===== src/rtl/bcd_display_scan.sv =====
// -----------------------------------------------------------------------------
// bcd_display_scan
//
// Time-multiplexes a two-digit BCD value (tens/ones from the balance counter)
// onto a 2-digit common-anode seven-segment display. Each digit slot opens
// with an all-anodes-off blank to stop ghosting between digits. A leading
// tens zero can be suppressed, and the whole display can be flashed in
// frame-sized half-periods (used when the balance has saturated).
//
// Ports:
//   i_clk          system clock, rising edge
//   i_rst_n        asynchronous active-low reset
//   i_tens         BCD tens digit
//   i_ones         BCD ones digit
//   i_flash        level; when high the display blinks
//   o_seg          active-low segments, o_seg[0]=a ... o_seg[6]=g
//   o_an           active-low anodes, o_an[0]=ones, o_an[1]=tens
//   o_frame_start  one-cycle pulse in the first cycle of every frame
//
// state      | meaning
// -----------+----------------------------------------------------------
// BLANK_ONES | anodes off before the ones digit; frame starts here
// SHOW_ONES  | ones digit lit (unless the flash phase is dark)
// BLANK_TENS | anodes off before the tens digit
// SHOW_TENS  | tens digit lit (unless dark or a suppressed leading zero)
// -----------------------------------------------------------------------------
module bcd_display_scan #(
    parameter int SCAN_CYCLES        = 50000,
    parameter int BLANK_CYCLES       = 1000,
    parameter int BLANK_LEADING_ZERO = 1,
    parameter int FLASH_FRAMES       = 32
) (
    input  logic       i_clk,
    input  logic       i_rst_n,
    input  logic [3:0] i_tens,
    input  logic [3:0] i_ones,
    input  logic       i_flash,
    output logic [6:0] o_seg,
    output logic [1:0] o_an,
    output logic       o_frame_start
);

    localparam int CW = (SCAN_CYCLES > 1) ? $clog2(SCAN_CYCLES) : 1;
    localparam int FW = (FLASH_FRAMES > 1) ? $clog2(FLASH_FRAMES) : 1;

    localparam logic [CW-1:0] BLANK_LAST = CW'(BLANK_CYCLES - 1);
    localparam logic [CW-1:0] SLOT_LAST  = CW'(SCAN_CYCLES - 1);
    localparam logic [FW-1:0] FLASH_LAST = FW'(FLASH_FRAMES - 1);

    localparam logic [6:0] SEG_OFF = 7'h7F;
    localparam logic [1:0] AN_OFF  = 2'b11;
    localparam logic [1:0] AN_ONES = 2'b10;
    localparam logic [1:0] AN_TENS = 2'b01;

    typedef enum logic [1:0] {
        BLANK_ONES = 2'd0,
        SHOW_ONES  = 2'd1,
        BLANK_TENS = 2'd2,
        SHOW_TENS  = 2'd3
    } state_t;

    state_t          r_state;
    logic [CW-1:0]   r_cnt;
    logic [3:0]      r_tens;
    logic [3:0]      r_ones;
    logic [FW-1:0]   r_fcnt;
    logic            r_phase;
    logic            r_lit;
    logic            r_started;

    logic            w_capture;
    logic            w_tens_lit;
    logic            w_lead_zero;

    // Active-low decode, bit order {g,f,e,d,c,b,a}; non-BCD codes show a dash.
    function automatic logic [6:0] f_decode(input logic [3:0] d);
        logic [6:0] s;
        case (d)
            4'd0:    s = 7'b1000000;
            4'd1:    s = 7'b1111001;
            4'd2:    s = 7'b0100100;
            4'd3:    s = 7'b0110000;
            4'd4:    s = 7'b0011001;
            4'd5:    s = 7'b0010010;
            4'd6:    s = 7'b0000010;
            4'd7:    s = 7'b1111000;
            4'd8:    s = 7'b0000000;
            4'd9:    s = 7'b0010000;
            default: s = 7'b0111111;
        endcase
        return s;
    endfunction

    // The first edge after reset release is treated like a frame wrap so the
    // display always starts from a fresh capture.
    assign w_capture   = !r_started || ((r_state == SHOW_TENS) && (r_cnt == SLOT_LAST));
    assign w_lead_zero = (BLANK_LEADING_ZERO != 0) && (r_tens == 4'd0);
    assign w_tens_lit  = r_lit && !w_lead_zero;

    always_ff @(posedge i_clk or negedge i_rst_n) begin
        if (!i_rst_n) begin
            r_state       <= BLANK_ONES;
            r_cnt         <= '0;
            r_tens        <= 4'd0;
            r_ones        <= 4'd0;
            r_fcnt        <= '0;
            r_phase       <= 1'b1;
            r_lit         <= 1'b1;
            r_started     <= 1'b0;
            o_an          <= AN_OFF;
            o_seg         <= SEG_OFF;
            o_frame_start <= 1'b0;
        end else begin
            o_frame_start <= 1'b0;

            if (!r_started) begin
                // Hold at BLANK_ONES / count 0; this edge opens the first frame.
                r_started <= 1'b1;
            end else begin
                r_cnt <= (r_cnt == SLOT_LAST) ? '0 : r_cnt + CW'(1);
                case (r_state)
                    BLANK_ONES: begin
                        if (r_cnt == BLANK_LAST) begin
                            r_state <= SHOW_ONES;
                            o_an    <= r_lit ? AN_ONES : AN_OFF;
                            o_seg   <= r_lit ? f_decode(r_ones) : SEG_OFF;
                        end
                    end
                    SHOW_ONES: begin
                        if (r_cnt == SLOT_LAST) begin
                            r_state <= BLANK_TENS;
                            o_an    <= AN_OFF;
                            o_seg   <= SEG_OFF;
                        end
                    end
                    BLANK_TENS: begin
                        if (r_cnt == BLANK_LAST) begin
                            r_state <= SHOW_TENS;
                            o_an    <= w_tens_lit ? AN_TENS : AN_OFF;
                            o_seg   <= w_tens_lit ? f_decode(r_tens) : SEG_OFF;
                        end
                    end
                    SHOW_TENS: begin
                        if (r_cnt == SLOT_LAST) begin
                            r_state <= BLANK_ONES;
                            o_an    <= AN_OFF;
                            o_seg   <= SEG_OFF;
                        end
                    end
                    default: begin
                        r_state <= BLANK_ONES;
                        o_an    <= AN_OFF;
                        o_seg   <= SEG_OFF;
                    end
                endcase
            end

            if (w_capture) begin
                r_tens        <= i_tens;
                r_ones        <= i_ones;
                o_frame_start <= 1'b1;
                // r_phase is the phase of the next flashing frame; r_lit is
                // the phase frozen for the frame that starts now.
                if (i_flash) begin
                    r_lit <= r_phase;
                    if (r_fcnt == FLASH_LAST) begin
                        r_fcnt  <= '0;
                        r_phase <= ~r_phase;
                    end else begin
                        r_fcnt <= r_fcnt + FW'(1);
                    end
                end else begin
                    r_lit   <= 1'b1;
                    r_phase <= 1'b1;
                    r_fcnt  <= '0;
                end
            end
        end
    end

endmodule


===== config.mk =====
export PLATFORM = sky130hd
export DESIGN_NAME = bcd_display_scan
export DESIGN_NICKNAME = d
export VERILOG_FILES = /design/src/rtl/bcd_display_scan.sv
export SDC_FILE = /design/constraint.sdc
export NUM_CORES = 1
export LEC_CHECK = 0
export BUFFER_PORTS_ARGS = -buffer_cell sky130_fd_sc_hd__buf_2
export CORE_UTILIZATION = 32
export CTS_CLUSTER_DIAMETER = 150
export DETAILED_ROUTE_END_ITERATION = 8
export GPL_TIMING_DRIVEN = 0
export SKIP_LAST_GASP = 1
export SYNTH_ARGS = -nofsm -noshare
export SYNTH_HDL_FRONTEND = slang
export SYNTH_SLANG_ARGS = --single-unit

===== constraint.sdc =====
create_clock -name i_clk -period 2 [get_ports i_clk]
set_input_delay 0.4 -clock i_clk [delete_from_list [all_inputs] [get_ports i_clk]]
set_output_delay 0.4 -clock i_clk [all_outputs]
set_load 0.03 [all_outputs]

; ---- Word level (Yosys, flattened, before mapping)
; Memories as Yosys holds them, arrays and structs flattened.
; Cells that the tools add are included.
[op_classes]
n_addsub = 2
n_eq_ne = 12
n_mux = 24
n_bitwise = 1
n_reduce_logical = 11
[ops]
columns = cell, n
row1 = $mux W7, 5
row2 = $pmux W7 S3, 1
row3 = $add A16 B1 Y16 const B, 1
row4 = $eq A16 B10 Y1 const B, 1
row5 = $eq A16 B16 Y1 const B, 1
row6 = $mux W16, 1
row7 = $mux W2, 8
row8 = $mux W5, 2
row9 = $pmux W2 S4, 1
row10 = $ne A2 B1 Y1 const B, 3
row11 = $ne A2 B2 Y1 const B, 3
row12 = $pmux W2 S3, 1
row13 = $add A5 B1 Y5 const B, 1
row14 = $eq A5 B5 Y1 const B, 1
row15 = $mux W1, 5
row16 = $reduce_and A5 Y1, 1
row17 = $eq A2 B2 Y1 const B, 2
row18 = $logic_not A4 Y1, 1
row19 = $reduce_and A4 Y1, 1
row20 = $eq A2 B1 Y1 const B, 1
row21 = $logic_and A1 B1 Y1, 2
row22 = $logic_not A1 Y1, 2
row23 = $logic_not A2 Y1, 1
row24 = $reduce_and A2 Y1, 1
row25 = other kinds (3), 3
[word_totals]
register_bits = 44
romBits = 224
in_bits = 11
word_cells = 63
n_memories = 2
[memory_table]
columns = name, words, width, rd, rd_ports_with_merged_regs, write_ports, line_no
row1 = (no name shown), 16, 7, 1, 0, 0, 78  ; case (d)
row2 = (no name shown), 16, 7, 1, 0, 0, 78

; ---- Longest topological paths before layout
; Gate-level depths: netlist of the first run.
[logic_depth]
word_depth = 6
ltp_mapped = 9
depth_no_buf = 7

; ---- Worst setup path before layout of the first run
; OpenSTA, ideal clock, no wires.
[synth_path]
path_type = reg2reg
from = register r_cnt[12]
to = register r_fcnt[3]
t_arrival_ns = 1.807
t_required_ns = 1.931
path_slack_ns = 0.124
stages_incl_launch_ff = 6
path_buffers = 0
synth_period_minus_slack_ns = 1.876
path_cell_list = dfrtp_1 > or3_4 > nor4_4 > a21boi_1 > or4_1 > nand3_1
[synth_via]
elab_chain_cells = 3
[synth_rtl]
columns = item, line_no
row1 = "start, declared", 63  ; logic [CW-1:0] r_cnt;
row2 = "start signal, assigned", 120  ; r_cnt <= (r_cnt == SLOT_LAST) ? '0 : r_cnt + CW'(1);
row3 = $eq A16 B16 Y1, 96  ; assign w_capture = !r_started || ((r_state == SHOW_TENS) && (r_cnt == SLOT_LAST));
row4 = $logic_and A1 B1 Y1, 96
row5 = $logic_or A1 B1 Y1, 96
row6 = "end signal, assigned", 170  ; r_fcnt <= r_fcnt + FW'(1);
row7 = "end, declared", 66  ; logic [FW-1:0] r_fcnt;
; Every way passes these cells.
; A chain may end at the register's enable or synchronous reset.

; ---- Final worst setup path of the first run
[layout_path]
from = register r_cnt[10]
to = register r_state[1]
[layout_via]
elab_chain_cells = 3
[layout_rtl]
columns = item, line_no
row1 = $eq A16 B16 Y1 or $eq A16 B10 Y1 (tied branches), --
row2 = $ne A2 B2 Y1 (no source line) or $ne A2 B1 Y1 (tied branches), --
row3 = $reduce_and A5 Y1 (no source line) (*), --
row4 = "end signal, assigned", 131  ; r_state <= BLANK_TENS;
row5 = "end signal, assigned", 145  ; r_state <= BLANK_ONES;
row6 = "end signal, assigned", 151  ; r_state <= BLANK_ONES;
row7 = "end, declared", 62  ; state_t r_state;
; Mark *: on every way between the ends. The rest lies on a longest branch, timed or not.

==> summary.txt, run 1 <==
Cells and area
  – Ant. Diodes: 0
  – Area of the multi-input gates: approximately 0.0013 mm^2
  – Area grow syn2layout: 19.6%
  – Register area: 0.00111 mm^2
  – Final Core Density: 40.0%
  – Fillers: 752
  – Layout cells sized above 1: 22.7%
  – Design area: a little under 0.003 mm^2
  – Nets: 332

Worst setup path
  – Startpoint types: flop
  – Crit-path leading delay family: simple AND/OR/NAND/NOR gates
  – R2R cell count: 4
  – Arrival time worst endpoint: 2.20 ns
  – Bufs and invs on worst path: 0
  – R2R Setup Slk: -0.02 ns
  – Critical Path RT: 2.18 ns
  – Worst path cell trace: or4b_1, nor4_4, o221ai_4, mux2_2
  – Crit Path Class: reg2reg
  – Slowest stage delay, CP: 0.59 ns
  – Crit path depth: 4
  – CP max-delay cell: or4b_1
  – Setup crit end kind: flop
  – CP Max Fanout: 10

Yosys
  – Mapped Cells: 263
  – Avg Inst Size Synth: 9.38 um^2
  – Syn nets: 292
  – Post-synth EDFFs: 0
  – Asr flop ratio synth: 100%
  – Distinct cells, synth: 45
  – Sequential-to-total area share from yosys stat: 45.2%
  – Prevailing post-synth register cell: dfrtp_1
  – Post-Syn Area: 0.00247 mm^2
  – #FFs+latches synth: 44
  – Yosys Warn Count: 0

Floorplan
  – Core Region: about 0.0074 mm^2
  – Die Footprint: between 0.008 and 0.009 mm^2
  – Row cnt: 31
  – Width of the die: ~90 um
  – I/O Pins: 21
  – Die Y: 89.8 um
  – Initial Util: 33.5%

Clocking
  – Clock Latency Late Sink: 0.30 ns
  – CTS hold repair buffers: 0
  – Clk slew on worst S/H paths: approximately 0.080 ns
  – Clk sinks: 44
  – Clk root buf: clkbuf_8
  – H-tree Lvls: 2
  – Num CTS Buffers: 5
  – CTS Buffer Depth: 2
  – CTS tree: done

Detailed routing
  – Antenna Nets Post-Route: 0
  – Post-route DRC: 0
  – Final WL: 5010 um
  – Drt wl/cell: 12.4 um
  – Via count: between 1500 and 2000
  – Initial drt markers: 66
  – Drt first pass iters: 4
  – Average vias per placed instance: 4.79

STA
  – Clock skew: 0.00999 ns
  – Final Max Tran Viols: 0
  – Worst Max-Slew Pin Slew: 0.955 ns
  – Rel. slew slack: a little over a third
  – WHS: roughly 0.25 ns
  – Fin crit period: between 2 and 2.5 ns
  – F_max: 494 MHz
  – Final setup vio count: 2
  – Post-route clock period utilization: 101%
  – Setup ws final: -0.0235 ns
  – RSZ-0062 raised after global routing: yes
  – Final hold vios: 0
  – Final setup TNS: -0.0259 ns

Run status
  – Failing checks: negative setup slack
  – Run status: complete, but fails checks

Global route
  – Vias in the first global route: 1867
  – Total GRT Usage: 13.2%
  – Initial antenna violation count: 0
  – Largest net degree at the start of global routing: 45
  – Grt ovf: 0
  – Global-route wire length before repair: 8640 um

Pwr
  – PwrDens: 653 mW/mm^2
  – Max IR drop VDD: 0.000214 V
  – Leak Pwr: 1.35 nW
  – PnR Total Power: 1.93 mW

Placed design
  – Placed Area: around 0.0027 mm^2
  – PortBufs: 20
  – Final RePlAce weighted congestion: 0.847
  – Final HPWL DP: ~3500 um

Min path
  – HP Class: in2async

Job
  – Max-Cap Viols: 0
kinds of logic after synthesis:
family / Yosys count / synth area share (%)
other: 1 / 0.152
and+or+nand+nor: 113 / 23.5
xor gates and xnor gates: 14 / 4.97
buffers and inverters: 24 / 4.21
adders and majority gates: 18 / 9.13
DFF: 44 / 45.2
AOI/OAI and AO/OA: 45 / 11.0
muxes: 4 / 1.78
state kept, by name (all words and copies together), names as in the netlist:
signal and flops:
r_ones 4, r_state 2, r_fcnt 5, r_tens 4, o_frame_start 1, r_phase 1, r_cnt 16, r_started 1
o_an 2, o_seg 7, r_lit 1
stage by stage:
step | std cells | setup WS (ns)
5_1_grt | 403 | -0.116
4_1_cts | 395 | -0.00412
6_report | 403 | -0.0235
2_1_floorplan | 263 | 0.124
3_3_place_gp | 382 | -0.112
3_5_place_dp | 382 | -0.180
timing repair:
| item | CTS | global route |
|---|---|---|
| gates resized for setup | 7 | 11 |
| cloned | 0 | 1 |
| pin swaps | 1 | 5 |
| endpoints found under the setup margin | 26 | 34 |
| buffers inserted | 5 | 8 |
| hold endpoints to repair | 0 | 0 |
layout make-up:
cell class	instances	share of cell area [%]
Clock buffer	7	2.59
Clock inverter	1	0.170
Sequential cell	44	37.8
Inverter	14	1.87
Timing Repair Buffer	34	7.09
Multi-Input combinational cell	195	44.1
Buffer	9	2.16
Tap cell	99	4.20
final timing paths:
check	start	to
max reg2reg	r_cnt[10]	r_state[1]
min in group i_clk	i_flash	r_lit
max in group asynchronous	i_rst_n	r_fcnt[1]
min	i_rst_n	r_cnt[15]
max	r_cnt[10]	r_state[1]
min reg2reg	o_seg[5]	o_seg[5]
where the power goes:
part           switching, mW  internal (mW)
clock                  0.291          0.245
combinational          0.178          0.150
sequential            0.0938          0.967
cell usage in the layout (no fill, tap or decap), drive strengths merged, types with 2 or more instances in the layout:
cell type  instances
a21boi             2
a21oi              9
a31oi              3
and3               6
buf               38
clkbuf            12
dfrtp             33
dfstp             11
ha                18
inv               14
mux2               3
nand2             42
nand2b             7
nand3             14
nand4              5
nand4bb            2
nor2              18
nor2b              3
nor3               3
nor3b              2
nor4               4
o21ai             21
o22ai              3
o31ai              2
or4                2
xnor2              5
xor2               9
synthesized netlist by cell type, types with 7 or more instances:
cell / n / area [um^2]
ha_1: 18 / 225
dfstp_2: 11 / 289
nand3_1: 14 / 70.1
dfrtp_1: 33 / 826
nand2b_1: 7 / 43.8
xor2_1: 9 / 78.8
a21oi_1: 9 / 45.0
inv_1: 13 / 48.8
nand2_1: 42 / 158
o21ai_0: 16 / 80.1
nor2_1: 18 / 67.6
worst register-to-register path, stage by stage, from the launching register on:
cell and delay [ns]:
dfrtp_1 0.43, or4b_1 0.59, nor4_4 0.33, o221ai_4 0.22, mux2_2 0.33
routing by layer:
| metal | up-vias | track usage (%) | wire length, um | share of wire [%] |
|---|---|---|---|---|
| met1 | 903 | 17.7 | 2470 | 49 |
| met2 | 29 | 20.3 | 2290 | 46 |
| li1 | 986 | - | - | - |
| met4 | 0 | 6.42 | 126 | 2.5 |
| met5 | - | 0 | 0 | 0 |
| met3 | 11 | 2.79 | 124 | 2.5 |
No activity file was read; power rests on OpenSTA's default activity.
==> run 2: changes to the inputs <==
--- a/config.mk
+++ b/config.mk
@@ -5,11 +5,13 @@
 export SDC_FILE = /design/constraint.sdc
 export NUM_CORES = 1
 export LEC_CHECK = 0
+export ABC_AREA = 1
 export BUFFER_PORTS_ARGS = -buffer_cell sky130_fd_sc_hd__buf_2
 export CORE_UTILIZATION = 32
 export CTS_CLUSTER_DIAMETER = 150
 export DETAILED_ROUTE_END_ITERATION = 8
 export GPL_TIMING_DRIVEN = 0
+export PLACE_DENSITY = 0.52
 export SKIP_LAST_GASP = 1
 export SYNTH_ARGS = -nofsm -noshare
 export SYNTH_HDL_FRONTEND = slang
==> summary.txt, run 2 <==
Yosys
  – Prevailing post-synth register cell: dfrtp_1
  – Synth area leaders: dfrtp_1, nand2_1, dfstp_2, ha_1, inv_1
  – Sequential-to-total area share from yosys stat: 41.7% (-3.5 points)
  – Avg Inst Size Synth: 7.64 um^2 (-19%)
  – Post-Syn Area: 0.00267 mm^2 (+8.4%)
  – Most frequent cells after synthesis: nand2_1, inv_1, dfrtp_1
  – Post-synth top area cell: dfrtp_1
  – Top cell type's share of synthesized area: 30.9% (-2.6 points)
  – Mapped Cells: 350 (+33%)
  – Yosys Warn Count: 0 (unchanged)
  – Most numerous cell in the Yosys netlist: nand2_1
  – #FFs+latches synth: 44 (unchanged)
  – Asr flop ratio synth: 100% (unchanged)
  – Distinct cells, synth: 30 (-33%)
  – Post-synth EDFFs: 0 (unchanged)
  – Syn nets: 379 (+30%)

Global route
  – Total GRT Usage: 14.3% (+1.1 points)
  – Layer with the highest usage: met2
  – Global-route wire length before repair: 9850 um (+14%)
  – Met3 usage: 2.44% (-0.35 points)
  – Initial antenna violation count: 0 (unchanged)
  – Largest net degree at the start of global routing: 45 (unchanged)
  – Global routing met2 resource utilization: 22.5% (+2.2 points)
  – Vias in the first global route: 2144 (+15%)
  – Grt ovf: 0 (unchanged)
  – M1 GR Usage: 20.1% (+2.4 points)

STA
  – RSZ-0062 raised after global routing: no
  – Final setup TNS: 0 ns (+0.0259 ns)
  – Fin crit period: 1.78 ns (-0.245 ns)
  – Final Max Tran Viols: 0 (unchanged)
  – F_max: 562 MHz (+14%)
  – Final hold vios: 0 (unchanged)
  – Final setup vio count: 0 (-2)
  – Post-route clock period utilization: 88.9% (-12 points)
  – Rel. slew slack: 33.8% (-2.5 points)
  – Setup ws final: 0.221 ns (+0.245 ns)
  – Clock skew: 0.0105 ns (+0.000514 ns)
  – Worst Max-Slew Pin Slew: 0.994 ns (+0.0381 ns)

Placed design
  – Final HPWL DP: 4160 um (+18%)
  – PortBufs: 20 (unchanged)
  – Final RePlAce weighted congestion: 0.814 (-3.9%)
  – Pre-CTS worst setup slack: 0.267 ns (+0.447 ns)

Clocking
  – H-tree Lvls: 2 (unchanged)
  – CTS hold repair buffers: 0 (unchanged)
  – Post-CTS Setup Bufs: 0 (-5)
  – Clk root buf: clkbuf_8
  – Clk sinks: 44 (unchanged)
  – CTS Buffer Depth: 2 (unchanged)
  – Clock Latency Late Sink: 0.30 ns (about the same)
  – CTS resizes: 0 (-7)
  – Num CTS Buffers: 5 (unchanged)
  – Clk slew on worst S/H paths: 0.09 ns (about the same)
  – CTS tree: done

Floorplan
  – Core Region: 0.00789 mm^2 (+7.0%)
  – Die Y: 93.4 um (+4.0%)
  – Die Footprint: 0.00873 mm^2 (+8.2%)
  – I/O Pins: 21 (unchanged)
  – Width of the die: 93.4 um (+4.0%)
  – Initial Util: 33.9% (+0.44 points)
  – Row cnt: 32 (+3.2%)

Detailed routing
  – Drt wl/cell: 11.8 um (-5.3%)
  – Initial drt markers: 131 (+98%)
  – Antenna Nets Post-Route: 0 (unchanged)
  – Drt first pass iters: 4 (unchanged)
  – Via count: 2213 (+15%)
  – Final WL: 5640 um (+13%)
  – Average vias per placed instance: 4.62 (-3.5%)
  – Post-route DRC: 0 (unchanged)

Pwr
  – Leak Pwr: 1.49 nW (+9.8%)
  – PwrDens: 716 mW/mm^2 (+9.6%)
  – Max IR drop VDD: 0.000349 V (+63%)

Cells and area
  – Commonest non-fill, non-tap cell in the layout: nand2_1
  – Largest register by flop count: r_cnt
  – Area grow syn2layout: 12.7%
  – Layout cells sized above 1: 17.5% (-5.2 points)
  – Max FFs per register: 16 (unchanged)
  – Commonest cells after routing, fill and taps aside: nand2_1, inv_1, dfrtp_1
  – Nets: 405 (+22%)
  – Ant. Diodes: 0 (unchanged)
  – Largest registers: r_cnt: 16 flops, o_seg: 7 flops, r_fcnt: 5 flops

Worst setup path
  – Startpoint types: flop
  – Worst path cell trace: inv_1, ha_1, or2_2, nor2_2, nand2_1, o22ai_1, inv_1, nand2_1, nand2_1
  – CP max-delay cell: dfrtp_1
  – Reg-to-reg startpoint: r_state[1]
  – Arrival time worst endpoint: 2.02 ns (-0.18 ns)
  – Top cell by count, worst path: nand2_1
  – Critical Path RT: 2.25 ns (+0.07 ns)
  – Slowest stage delay, CP: 0.41 ns (-0.18 ns)
  – Worst Setup SP: r_state[1]
  – Crit Path Class: reg2reg
  – Setup crit end kind: flop
  – CP Max Fanout: 6 (-4)

Run status
  – Run status: finished, final reports clean

Min path
  – HP Class: in2async

Job
  – Max-Cap Viols: 0 (unchanged)
==> run 2: changes by cell type in the layout (fill, tap and decap cells not counted), sizes merged, moves of 5 or more <==
| cell | delta |
|---|---|
| nand2 | +67 |
| inv | +31 |
| buf | -13 |
| a21oi | +9 |
| clkbuf | -7 |
| nand3 | +9 |
| nor2 | +16 |
| nand4 | +8 |
| nand2b | -7 |
| xnor2 | -5 |
| and3 | -6 |
==> run 2: power by group <==
| group | leakage, nW | total, mW | switching [mW] | internal, mW |
|---|---|---|---|---|
| Clock | 0.0548 | 0.713 | 0.336 | 0.377 |
| Sequential | 0.544 | 1.08 | 0.107 | 0.976 |
| Combinational | 0.888 | 0.360 | 0.227 | 0.133 |
==> run 2: cell families (layout without fill, tap and decap cells) <==
family / count (synthesis) / count (layout) / synth area share, %
AO/OA/AOI/OAI: 42 / 42 / 8.52
XOR/XNOR: 6 / 6 / 1.97
adder cells (fa/ha/maj): 18 / 18 / 8.42
buffers and inverters: 50 / 77 / 7.67
flip-flops: 44 / 44 / 41.7
other: 1 / 1 / 0.140
AND/OR/NAND/NOR: 189 / 189 / 31.6
==> run 2: critical path: cells and delay by family, from the launching register on <==
kind,cells,cell delay [ns]
AOI/OAI and AO/OA,1,0.16
DFF,1,0.41
buffers and inverters,2,0.17
and+or+nand+nor,5,0.80
adders and majority gates,1,0.18
==> run 2: per-layer routing <==
layer | vias to the layer above | wire length (um)
met5 | - | 0
met4 | 0 | 38
met3 | 2 | 143
met2 | 33 | 2470
met1 | 1006 | 2990
li1 | 1172 | -
==> run 2: worst paths after layout <==
check,end,cells after the start,slack [ns]
min,r_cnt[0],1,0.26
max,o_seg[6],9,0.22
min reg2reg,o_seg[3],2,0.47
max in group asynchronous,r_started,1,1.13
min in group i_clk,r_ones[0],3,0.30
max reg2reg,o_seg[6],9,0.22
==> run 2: cell type report <==
type                    count  area (um^2)
inverters                  44          165
flip-flops and latches     44         1110
plain buffers               5         36.3
clock buffers               5         68.8
well taps                 102          128
repair buffers             20          100
multi-input cells         256         1350
fillers                   834         4870
clock inverters             3         46.3
==> run 2: metrics by stage <==
stage	utilization (%)	instances	hold slack (ns)	power, mW	cell area [um^2]
final	38.2	479	0.264	2.16	3010
after global routing	38.2	479	0.306	2.29	3010
after CTS	38.2	480	0.290	2.19	3020
after detailed placement	36.8	472	0.455	1.46	2900
after global placement	36.8	472	0.454	1.45	2900
after floorplan	-	350	0.104	1.34	2670
